==> config.mk <==
export PLATFORM = sky130hd
export DESIGN_NAME = seg_scan_sched
export DESIGN_NICKNAME = d
export VERILOG_FILES = /design/src/rtl/seg_sched_pkg.sv /design/src/rtl/seg_slot_timer.sv /design/src/rtl/seg_scan_sched.sv
export SDC_FILE = /design/constraint.sdc
export NUM_CORES = 1
export LEC_CHECK = 0
export ABC_CLOCK_PERIOD_IN_PS = 7650
export CORE_ASPECT_RATIO = 1.2
export CORE_MARGIN = 2
export CORE_UTILIZATION = 62
export CTS_CLUSTER_DIAMETER = 100
export DETAILED_ROUTE_END_ITERATION = 16
export PLACE_DENSITY = 0.85
export SLEW_MARGIN = 20
export SYNTH_ARGS = -nofsm -noshare
export SYNTH_HDL_FRONTEND = slang
export SYNTH_SLANG_ARGS = --single-unit
export TNS_END_PERCENT = 10
==> constraint.sdc <==
create_clock -name clk -period 7.65 [get_ports clk]
set_input_delay 1.9125 -clock clk [delete_from_list [all_inputs] [get_ports clk]]
set_output_delay 1.9125 -clock clk [all_outputs]
set_load 0.03 [all_outputs]
==> src/rtl/seg_sched_pkg.sv <==
// Shared types and helpers for the multiplexed 7-segment scan scheduler.
package seg_sched_pkg;

    localparam int NUM_DIGITS = 4;
    localparam int NIBBLE_W   = 4;

    typedef enum logic [1:0] {
        OFF  = 2'd0,
        GAP  = 2'd1,
        SHOW = 2'd2
    } state_t;

    typedef logic [1:0] slot_t;

    // Digit 0 lives in the most-significant nibble.
    function automatic logic [NIBBLE_W-1:0] nibble_sel(
        input logic [NUM_DIGITS*NIBBLE_W-1:0] v,
        input slot_t                          s
    );
        logic [NIBBLE_W-1:0] n;
        case (s)
            2'd0:    n = v[15:12];
            2'd1:    n = v[11:8];
            2'd2:    n = v[7:4];
            default: n = v[3:0];
        endcase
        return n;
    endfunction

    function automatic logic [NUM_DIGITS-1:0] slot_onehot(input slot_t s);
        return 4'b0001 << s;
    endfunction

endpackage

==> src/rtl/seg_slot_timer.sv <==
// Per-slot clock counter; strobes the end of the blanking gap and the end of the slot.
module seg_slot_timer #(
    parameter int DWELL = 50000,
    parameter int BLANK = 500
) (
    input  logic clk,
    input  logic rst,
    input  logic i_clr,
    output logic o_gap_done,
    output logic o_slot_done
);

    localparam int CNT_W = 20;

    logic [CNT_W-1:0] r_cnt;

    assign o_gap_done  = (r_cnt == CNT_W'(BLANK - 1));
    assign o_slot_done = (r_cnt == CNT_W'(DWELL - 1));

    always_ff @(posedge clk) begin
        if (!rst || i_clr) begin
            r_cnt <= '0;
        end else if (o_slot_done) begin
            r_cnt <= '0;
        end else begin
            r_cnt <= r_cnt + 1'b1;
        end
    end

endmodule

==> src/rtl/seg_scan_sched.sv <==
// 4-digit scan scheduler with blanking gaps and frame-synchronous value loading.
// Optional macro SEG_LEADING_ZERO_BLANK_EN keeps leading-zero digits dark.
module seg_scan_sched
    import seg_sched_pkg::*;
#(
    parameter int DWELL = 50000,
    parameter int BLANK = 500
) (
    input  logic                  clk,
    input  logic                  rst,
    input  logic                  disp_on,
    input  logic                  ld_valid,
    input  logic [15:0]           ld_data,
    output logic                  ld_ready,
    output logic [NIBBLE_W-1:0]   nibble,
    output logic [NUM_DIGITS-1:0] en,
    output logic                  frame_start
);

    state_t              r_state, w_state_nxt;
    slot_t               r_slot, w_slot_nxt;
    logic [15:0]         r_active, w_active_nxt;
    logic [15:0]         r_pending, w_pending_nxt;
    logic                r_full, w_full_nxt;
    logic [NIBBLE_W-1:0] r_nibble;
    logic                r_fs;
    logic                w_gap_done, w_slot_done, w_clr;
    logic                w_fs_nxt, w_xfer, w_hs, w_lit;

    assign w_clr = (r_state == OFF) || !disp_on;

    seg_slot_timer #(
        .DWELL (DWELL),
        .BLANK (BLANK)
    ) u_timer (
        .clk         (clk),
        .rst         (rst),
        .i_clr       (w_clr),
        .o_gap_done  (w_gap_done),
        .o_slot_done (w_slot_done)
    );

    always_comb begin
        w_state_nxt = r_state;
        w_slot_nxt  = r_slot;
        if (!disp_on) begin
            w_state_nxt = OFF;
            w_slot_nxt  = 2'd0;
        end else begin
            case (r_state)
                OFF: begin
                    w_state_nxt = GAP;
                    w_slot_nxt  = 2'd0;
                end
                GAP: begin
                    if (w_gap_done) w_state_nxt = SHOW;
                end
                SHOW: begin
                    if (w_slot_done) begin
                        w_state_nxt = GAP;
                        w_slot_nxt  = r_slot + 2'd1;
                    end
                end
                default: begin
                    w_state_nxt = OFF;
                    w_slot_nxt  = 2'd0;
                end
            endcase
        end
    end

    // Pending-to-active transfer lands on the edge entering the frame-start clock,
    // so every slot of a frame sees the same active value.
    assign w_fs_nxt = (w_state_nxt == GAP) && (w_slot_nxt == 2'd0) &&
                      ((r_state == OFF) || ((r_state == SHOW) && w_slot_done));
    assign w_xfer   = (r_state == OFF) || w_fs_nxt;
    assign w_hs     = ld_valid && !r_full;

    always_comb begin
        w_active_nxt  = r_active;
        w_pending_nxt = r_pending;
        w_full_nxt    = r_full;
        if (w_xfer && w_hs) begin
            w_active_nxt = ld_data;
        end else if (w_xfer && r_full) begin
            w_active_nxt = r_pending;
            w_full_nxt   = 1'b0;
        end else if (w_hs) begin
            w_pending_nxt = ld_data;
            w_full_nxt    = 1'b1;
        end
    end

    always_ff @(posedge clk) begin
        if (!rst) begin
            r_state  <= OFF;
            r_slot   <= 2'd0;
            r_active <= 16'h0000;
            r_full   <= 1'b0;
            r_nibble <= '0;
            r_fs     <= 1'b0;
        end else begin
            r_state  <= w_state_nxt;
            r_slot   <= w_slot_nxt;
            r_active <= w_active_nxt;
            r_full   <= w_full_nxt;
            r_nibble <= nibble_sel(w_active_nxt, w_slot_nxt);
            r_fs     <= w_fs_nxt;
        end
    end

    always_ff @(posedge clk) begin
        r_pending <= w_pending_nxt;
    end

`ifdef SEG_LEADING_ZERO_BLANK_EN
    always_comb begin
        case (r_slot)
            2'd0:    w_lit = (r_active[15:12] != 4'h0);
            2'd1:    w_lit = (r_active[15:8]  != 8'h00);
            2'd2:    w_lit = (r_active[15:4]  != 12'h000);
            default: w_lit = 1'b1;
        endcase
    end
`else
    assign w_lit = 1'b1;
`endif

    assign en          = ((r_state == SHOW) && w_lit) ? slot_onehot(r_slot) : '0;
    assign nibble      = r_nibble;
    assign frame_start = r_fs;
    assign ld_ready    = !r_full;

endmodule

==> results of run 1 <==
-- cell families after synthesis --
group | count (synthesis) | share of synthesized area (%)
flip-flops | 62 | 40.3
buffers and inverters | 36 | 4.06
XOR/XNOR | 18 | 4.53
adder cells (fa/ha/maj) | 9 | 3.24
AO/OA/AOI/OAI | 106 | 21.6
AND/OR/NAND/NOR | 162 | 24.0
multiplexers | 8 | 2.30
-- cells in the mapped netlist, drive strengths merged, types with 2 or more instances --
cell type and count:
nor2 60, dfxtp 46, nand2 36, a21oi 24, clkbuf 19, edfxtp 16, and3 15, inv 14
and2 12, nand3 12, o21ai 11, xor2 11, a22oi 10, ha 9, o22ai 9, mux2i 8
a211oi 7, nand4 7, o21a 7, o31ai 7, xnor2 7, a2bb2oi 6, o211a 5, a2111oi 4
nor2b 4, nor3 4, o31a 4, a32oi 3, buf 3, a31o 2, and4b 2, nor4bb 2
or4 2
-- through the flow --
step / cell area [um2] / hold slack (ns) / total power (W) / util [%] / setup WS, ns
after global routing: 3940 / 0.465 / 0.000704 / 73.3 / 3.16
after detailed placement: 3780 / 0.440 / 0.000447 / 70.4 / 3.04
final: 3940 / 0.447 / 0.000680 / 73.3 / 3.30
after floorplan: 3480 / 0.413 / 0.000417 / - / 3.18
after CTS: 3940 / 0.449 / 0.000680 / 73.3 / 3.36
after global placement: 3780 / 0.427 / 0.000446 / 70.4 / 3.14
-- sequential cells by signal (all words and copies together), names as in the netlist --
signal / cells
r_pending: 16
frame_start: 1
r_active: 16
r_slot: 2
r_state: 2
u_timer.r_cnt: 20
nibble: 4
r_full: 1
-- power breakdown --
part | internal (W) | leakage, nW | total [W] | switching (W)
logic | 0.0000372 | 0.962 | 0.0000876 | 0.0000504
registers | 0.000348 | 0.520 | 0.000355 | 0.00000709
clock network | 0.000113 | 0.0786 | 0.000237 | 0.000125
-- path summary, 6_finish.rpt --
kind | startpoint | endpoint | slack [ns]
setup / recovery | disp_on | r_pending[4] | 3.30
hold / removal | u_timer.r_cnt[0] | u_timer.r_cnt[0] | 0.45
setup reg to reg | u_timer.r_cnt[0] | r_pending[4] | 4.55
hold reg to reg | u_timer.r_cnt[0] | u_timer.r_cnt[0] | 0.45
-- critical path, stage by stage --
cell,delay [ns]
clkdlybuf4s50_1,0.52
nand3_1,0.19
and2_1,0.24
a41o_2,0.29
nor2_8,0.27
o21ai_2,0.27
nor3_2,0.39
buf_4,0.30
-- cell type report --
cell class / count / share of cell area (%)
Multi-Input combinational cell: 303 / 49.4
Sequential cell: 62 / 35.6
Timing Repair Buffer: 31 / 7.76
Clock buffer: 10 / 3.24
Tap cell: 62 / 1.97
Inverter: 14 / 1.34
Clock inverter: 6 / 0.731
-- per-layer routing --
metal | share of wire [%] | global-route usage (%) | vias to the layer above
met5 | 0 | 0 | -
met4 | 3.1 | 14.5 | 0
met3 | 5.8 | 7.05 | 24
met2 | 50 | 48.7 | 115
met1 | 41 | 33.9 | 1449
li1 | - | - | 1490
==> results.txt, run 1 <==
Run status: completed
Setup TNS Final: 0 ns
CP Class: in -> reg
Type of origin of the critical path: primary input
# fillers: 429
Die Wd: 72.4 um
Pleak: 1.56 nW
Slew headroom: 52.6%
N_diodes: 0
Post-CTS setup buffers: 0
Fmax: 0.230 GHz
Worst Tran Pin Value: 0.708 ns
Maximum capacitance violations: 0
Seq cells post-synth: 62
TritonCTS buffer count: 9
Setup-failing EPs final: 0
Nets: 450
Rows: 29
Clock Latency Late Sink: 0.35 ns
Synth area leaders: dfxtp_1 (26%), edfxtp_1 (14%), nor2_1 (6.3%), nand2_1 (3.8%), a21oi_1 (3.5%)
Hold Crit Class: reg -> reg
Worst VDD drop: 0.117 mV
CTS Hold Buffers Added: 0
Die ar.: 0.00623 mm2
PostCTS Resize Cnt: 0
Number of global-route vias before repair: 2933
Vias per cell: 6.31
Mapped Nets: 430
Share of layout cells above drive strength 1: 6.34%
DRT iter0 DRCs: 280
Global-route wire length before repair: 13900 um
Critical Path AT: 4.40 ns
Routed WL: 8510 um
Dpl hpwl: 5940 um
Tot GR Track Use: 28.9%
EDFF count, synth: 16
Final worst path period need: 4.35 ns
Wire length per cell: 17.4 um
Clk buf depth: 2
Detail Route Antenna Nets: 0
# DRC: 0
YS warnings: 0
CTS tree: yes
Routability cong.: 0.865
Area of the multi-input gates: 0.00194 mm2
CTS sink cnt: 62
Initial DRT Pass Iterations: 5
Grt total ovfl: 0
Worst setup EP type: flip-flop
Most frequent cells in the layout: nor2_1 (58), dfxtp_1 (46), nand2_1 (35)
Syn-to-layout area delta: 13.1%
Core Region: 0.00537 mm2
Cells after Synth: 401
Seq. cell area: 0.00140 mm2
Data required, critical path: 7.70 ns
Overall via count from detail_route: 3078
Dominant synthesized flop cell: dfxtp_1
WHS Path Cells: 1
RSZ-0062 raised after global routing: false
FF-to-FF path depth: 8
Max FO, Critical Path: 18
Cell variety after synth: 53
Clock H-tree levels: 3
Ports: 30
Root Driver: clkbuf_8
Synthesized cell area: 0.00348 mm2
Placed Cells: 472
Cell accounting for the most synthesized area: dfxtp_1
Die extent in y: 86.1 um
Slew Limit Fails: 0
Final hold violation count: 0
Seq/Total Area, Yosys: 40.3%
CTS clock-pin slew for the worst setup and hold paths: 0.06 ns
Largest net degree at the start of global routing: 37
Initial Utilization: 64.8%
Initial antenna violation count: 0
Mapped Avg Cell Area: 8.68 um2
Port Buf Inserts: 29
Pwr Density: 173 mW/mm2
Layout Cells excl Fill: 488
Leading cell type in the layout, fill and taps excluded: nor2_1
Fraction of the cycle the final worst path needs: 56.8%
Async SR Flop Fraction: 0%
Post-synth top area share: 26.5%
Clk_skew: 0.00811 ns
(Power assumes the default switching activity.)
==> run 2, diff against run 1 <==
Settings changed: ABC_CLOCK_PERIOD_IN_PS 7650 to 4000, CORE_UTILIZATION 62 to 58, PLACE_DENSITY 0.85 to 0.8.
Clock period 7.65 ns to 4 ns, I/O delays scaled along.
==> run 2 against run 1 <==
Sequential share of layout area down 0.72 points; first-iteration DRC count fell by 12%; hold slack got worse by 0.0060 ns; flip-flop and latch count stayed put; clock power grew 130%; die area is 6.5% higher; non-clock buffer count grew 2; highest routed layer unchanged; routed wire length down 1.7%; utilization down 3.3 points; setup slack worse by 2.5 ns; critical path depth did not move; via count is essentially flat.
==> results.txt, run 2 (synthesis gave the netlist of run 1 again) <==
Slew Limit Fails: 0
Number of global-route vias before repair: 2851
Initial DRT Pass Iterations: 5
DRT iter0 DRCs: 246
Dpl ws: 0.514 ns
CTS sink cnt: 62
Share of total power in combinational logic: 12.1%
Reg2reg setup slack: 1.05 ns
Setup-failing EPs final: 0
Crit path buf inv count: 1
Core Region: 0.00574 mm2
Ports: 30
Nets: 452
Data required, critical path: 4.22 ns
Worst setup EP type: flip-flop
Pwr Density: 350 mW/mm2
Worst r2r src: u_timer.r_cnt[0]
Overall via count from detail_route: 3077
Global-route wire length before repair: 13300 um
Die extent in y: 88.9 um
Reg with most FFs: u_timer.r_cnt
Seq. cell area: 0.00140 mm2
Worst r2r dst: r_pending[4]
Post-CTS setup buffers: 0
Run status: completed
# fillers: 471
Worst Tran Pin Value: 0.786 ns
Detail Route Antenna Nets: 0
Largest net degree at the start of global routing: 37
Share of layout cells above drive strength 1: 7.48%
Routed WL: 8360 um
Port Buf Inserts: 29
Setup TNS Final: 0 ns
Worst path max stage delay: 0.51 ns
Syn-to-layout area delta: 15.4%
Wire length per cell: 16.5 um
Clk pwr share: 39.6%
Maximum capacitance violations: 0
Grt total ovfl: 0
CTS clock-pin slew for the worst setup and hold paths: 0.07 ns
Hold Crit Class: reg -> reg
Die ar.: 0.00664 mm2
TritonCTS buffer count: 9
Placed Area: 0.00382 mm2
Clock H-tree levels: 3
Fraction of the cycle the final worst path needs: 78.9%
Slew headroom: 47.4%
Total power: 0.00140 W
P_sw: 0.000348 W
Die Wd: 74.7 um
Layout Cells excl Fill: 508
Switch share: 24.8%
Leading cell type in the layout, fill and taps excluded: nor2_1
Max FO, Critical Path: 18
Critical Path AT: 3.38 ns
Top cell family by delay on the critical path: compound AO/OA/AOI/OAI gates
# DRC: 0
Clk buf depth: 2
Dpl hpwl: 5930 um
Vias per cell: 6.06
Area of the multi-input gates: 0.00194 mm2
Hold Path Sink: u_timer.r_cnt[0]
Final WS setup: 0.843 ns
Tot GR Track Use: 26.6%
Initial antenna violation count: 0
Max reg flops: 20
CTS tree: yes
FF-to-FF path depth: 8
Placed Cells: 492
Most frequent cells in the layout: nor2_1 (58), dfxtp_1 (46), nand2_1 (35)
PostCTS Resize Cnt: 0
Internal power: 0.00106 W
Clock Latency Late Sink: 0.34 ns
Biggest regs: u_timer.r_cnt x20, r_active x16, r_pending x16
HP Start: u_timer.r_cnt[0]
Worst VDD drop: 0.208 mV
Initial Utilization: 60.6%
CP Class: in -> reg
Critical-path cell list: clkdlybuf4s50_1 > nand3_1 > and2_1 > a41o_2 > nor2_8 > o21ai_2 > a311o_1 > a211o_1
Fmax: 0.317 GHz
Rows: 30
N_diodes: 0
Finished Cell Area: 0.00402 mm2
Stages on worst setup path: 8
Pleak: 1.60 nW
CTS Hold Buffers Added: 0
Type of origin of the critical path: primary input
Final worst path period need: 3.16 ns
Sequential Power Share: 48.4%
Final hold violation count: 0
Clk_skew: 0.00575 ns
RSZ-0062 raised after global routing: false
CP max stage cell: clkdlybuf4s50_1
Root Driver: clkbuf_8
WHS Path Cells: 1
Routability cong.: 0.884
run 2: cell count changes in the layout (fill, tap and decap cells not counted):
cell,delta
clkinvlp_4,-1
bufinv_16,+1
clkinv_2,+1
buf_4,+2
clkinv_1,-3
clkbuf_8,+2
run 2: worst max-delay path by stage:
stage	start	to
after CTS	disp_on	nibble[3]
after global placement	disp_on	nibble[3]
final	disp_on	nibble[3]
after floorplan	disp_on	r_pending[0]
after global routing	disp_on	nibble[3]
after detailed placement	disp_on	nibble[3]
run 2: metal layers:
layer	up-vias	routed length, um	GRT usage (%)
met5	-	0	0
met4	0	286	14.8
met3	29	511	6.38
met2	126	4050	44.7
met1	1427	3510	30.7
li1	1495	-	-
run 2: stage by stage:
stage / hold slack [ns] / util (%)
floorplan: 0.413 / -
CTS: 0.443 / 70.0
finish: 0.441 / 70.0
global route: 0.461 / 70.0
detailed placement: 0.431 / 66.5
global placement: 0.424 / 66.5
run 2: layout make-up:
cell class              count  share of cell area [%]
clock buffers              12                    3.86
clock inverters             4                    1.12
inverters                  14                    1.31
multi-input cells         303                    48.4
flip-flops and latches     62                    34.9
well taps                  80                    2.49
repair buffers             33                    7.97
run 2: power by group through the flow:
stage	clock network (W)	registers, W	logic [W]
floorplan	0	0.000697	0.000101
global placement	0	0.000692	0.000163
detailed placement	0	0.000692	0.000166
CTS	0.000564	0.000679	0.000167
global route	0.000590	0.000680	0.000184
finish	0.000556	0.000679	0.000169
==> run 3, diff against run 2 <==
Settings changed: ABC_CLOCK_PERIOD_IN_PS 4000 to 2550, CORE_UTILIZATION 58 to 52, PLACE_DENSITY 0.8 to 0.76.
Clock period 4 ns to 2.55 ns, I/O delays scaled along.
==> run 3 against run 2 <==
Non-clock buffer count is 43 higher; cell area rose by 9.3%; clock power grew 51%; critical path depth grew 1; utilization down 1.8 points; flip-flop and latch count did not move; total power up 57%; register-to-register slack got worse by 0.95 ns; setup slack worse by 0.76 ns; critical endpoint is now r_active[0].
==> results.txt, run 3 (synthesis gave the netlist of run 1 again) <==
Rows: 32
Core Util, Final: 68.1%
# fillers: 555
CTS tree: yes
Syn-to-layout area delta: 26.2%
Type of origin of the critical path: primary input
Vias per cell: 5.95
Initial antenna violation count: 0
Crit path buf inv count: 2
Top routing layer used: met4
Seq. cell area: 0.00140 mm2
Global-route wire length before repair: 15100 um
Clock Latency Late Sink: 0.35 ns
Clk_skew: 0.0117 ns
Clk buf depth: 2
Most frequent cells in the layout: nor2_1 (58), buf_4 (46), dfxtp_1 (45)
Die extent in y: 93.6 um
CTS sink cnt: 62
Internal power: 0.00166 W
Routed WL: 9240 um
Routability cong.: 1.01
Worst r2r src: u_timer.r_cnt[10]
Data required, critical path: 2.78 ns
Fmax: 0.405 GHz
Largest net degree at the start of global routing: 36
Hold Crit Class: reg -> reg
Die ar.: 0.00737 mm2
WHS Path Cells: 1
Final worst path period need: 2.47 ns
Tot GR Track Use: 26.5%
Critical Path AT: 2.70 ns
Area of the multi-input gates: 0.00199 mm2
P_sw: 0.000550 W
Placed Cells: 540
Clock H-tree levels: 3
Max reg flops: 20
Root Driver: clkbuf_8
Maximum capacitance violations: 0
M1 WL: 3660 um
Pleak: 1.82 nW
Layout Cells excl Fill: 556
Hold Path Sink: u_timer.r_cnt[0]
Share of layout cells above drive strength 1: 16.3%
Slew Limit Fails: 0
TritonCTS buffer count: 9
Final hold violation count: 0
Worst path max stage delay: 0.52 ns
CP Class: in -> reg
CP max stage cell: clkdlybuf4s50_1
Post-CTS setup buffers: 0
Setup-failing EPs final: 0
Worst r2r dst: nibble[3]
DRT iter0 DRCs: 234
Slew headroom: 62.8%
Detail Route Antenna Nets: 0
Fraction of the cycle the final worst path needs: 96.9%
N_diodes: 0
Biggest regs: u_timer.r_cnt x20, r_active x16, r_pending x16
Clk pwr share: 38.1%
Ports: 30
Core Region: 0.00645 mm2
Nets: 495
Pwr Density: 503 mW/mm2
CTS Hold Buffers Added: 0
Run status: completed
# DRC: 0
Overall via count from detail_route: 3308
Leading cell type in the layout, fill and taps excluded: nor2_1
RSZ-0062 raised after global routing: true
Top cell family by delay on the critical path: compound AO/OA/AOI/OAI gates
Dpl hpwl: 6870 um
Die Wd: 78.7 um
Metal2 WL: 4770 um
Sequential Power Share: 48.2%
Worst setup EP type: flip-flop
Met3 WL: 415 um
Worst VDD drop: 0.362 mV
Hold slack: 0.447 ns
FF-to-FF path depth: 8
Share of total power in combinational logic: 13.7%
Critical-path cell list: clkdlybuf4s50_1 > nand3_1 > and2_1 > a41o_2 > or2_1 > a21oi_1 > buf_4 > a2bb2oi_1 > o22ai_1
Reg with most FFs: u_timer.r_cnt
Number of global-route vias before repair: 3320
Wire length per cell: 16.6 um
Initial Utilization: 54.0%
Reg2reg setup slack: 0.10 ns
HP Start: u_timer.r_cnt[0]
Max FO, Critical Path: 5
Worst Tran Pin Value: 0.557 ns
Switch share: 24.9%
Port Buf Inserts: 29
CTS clock-pin slew for the worst setup and hold paths: 0.07 ns
Grt total ovfl: 0
Initial DRT Pass Iterations: 5
## run 3: metrics by stage
stage,TNS (ns),setup WS (ns),power [W],cell area (um2)
floorplan,0,0.000440,0.00126,3530
global placement,-4.59,-0.232,0.00137,4200
detailed placement,-5.83,-0.292,0.00138,4200
CTS,0,0.00932,0.00221,4380
global route,-0.0299,-0.0299,0.00229,4390
finish,0,0.0789,0.00221,4390
## run 3: how the worst max path moves through the flow
stage,startpoint,endpoint,slack (ns),depth (start not counted)
5_1_grt,r_state[0],nibble[3],-0.03,10
3_5_place_dp,disp_on,r_active[0],-0.29,9
6_report,disp_on,r_active[0],0.08,9
2_1_floorplan,u_timer.r_cnt[19],r_pending[0],0.0004,7
4_1_cts,u_timer.r_cnt[0],nibble[3],0.009,9
3_3_place_gp,disp_on,r_active[0],-0.23,9
## run 3: area by class of cell
cell class              count  area share, %
clock inverters             2          0.769
repair buffers             76           14.8
inverters                  14           1.20
clock buffers              14           3.48
flip-flops and latches     62           31.9
multi-input cells         303           45.4
well taps                  85           2.42
## run 3: power groups by stage
stage | Combinational [W] | Clock, W | Sequential [W]
6_report | 0.000303 | 0.000842 | 0.00107
4_1_cts | 0.000299 | 0.000846 | 0.00107
5_1_grt | 0.000328 | 0.000892 | 0.00107
3_5_place_dp | 0.000297 | 0 | 0.00109
2_1_floorplan | 0.000163 | 0 | 0.00109
3_3_place_gp | 0.000289 | 0 | 0.00109
## run 3: metal layers
metal	global-route usage, %	up-vias
li1	-	1583
met3	3.67	37
met1	28.6	1561
met4	14.9	0
met5	0	-
met2	49.0	127
## run 3: what timing repair did
| action | 4_1_cts | 5_1_grt |
|---|---|---|
| pin swaps | 0 | 0 |
| resized for setup | 4 | 5 |
| endpoints found under the hold margin | 0 | 0 |
| endpoints found under the setup margin | 4 | 11 |
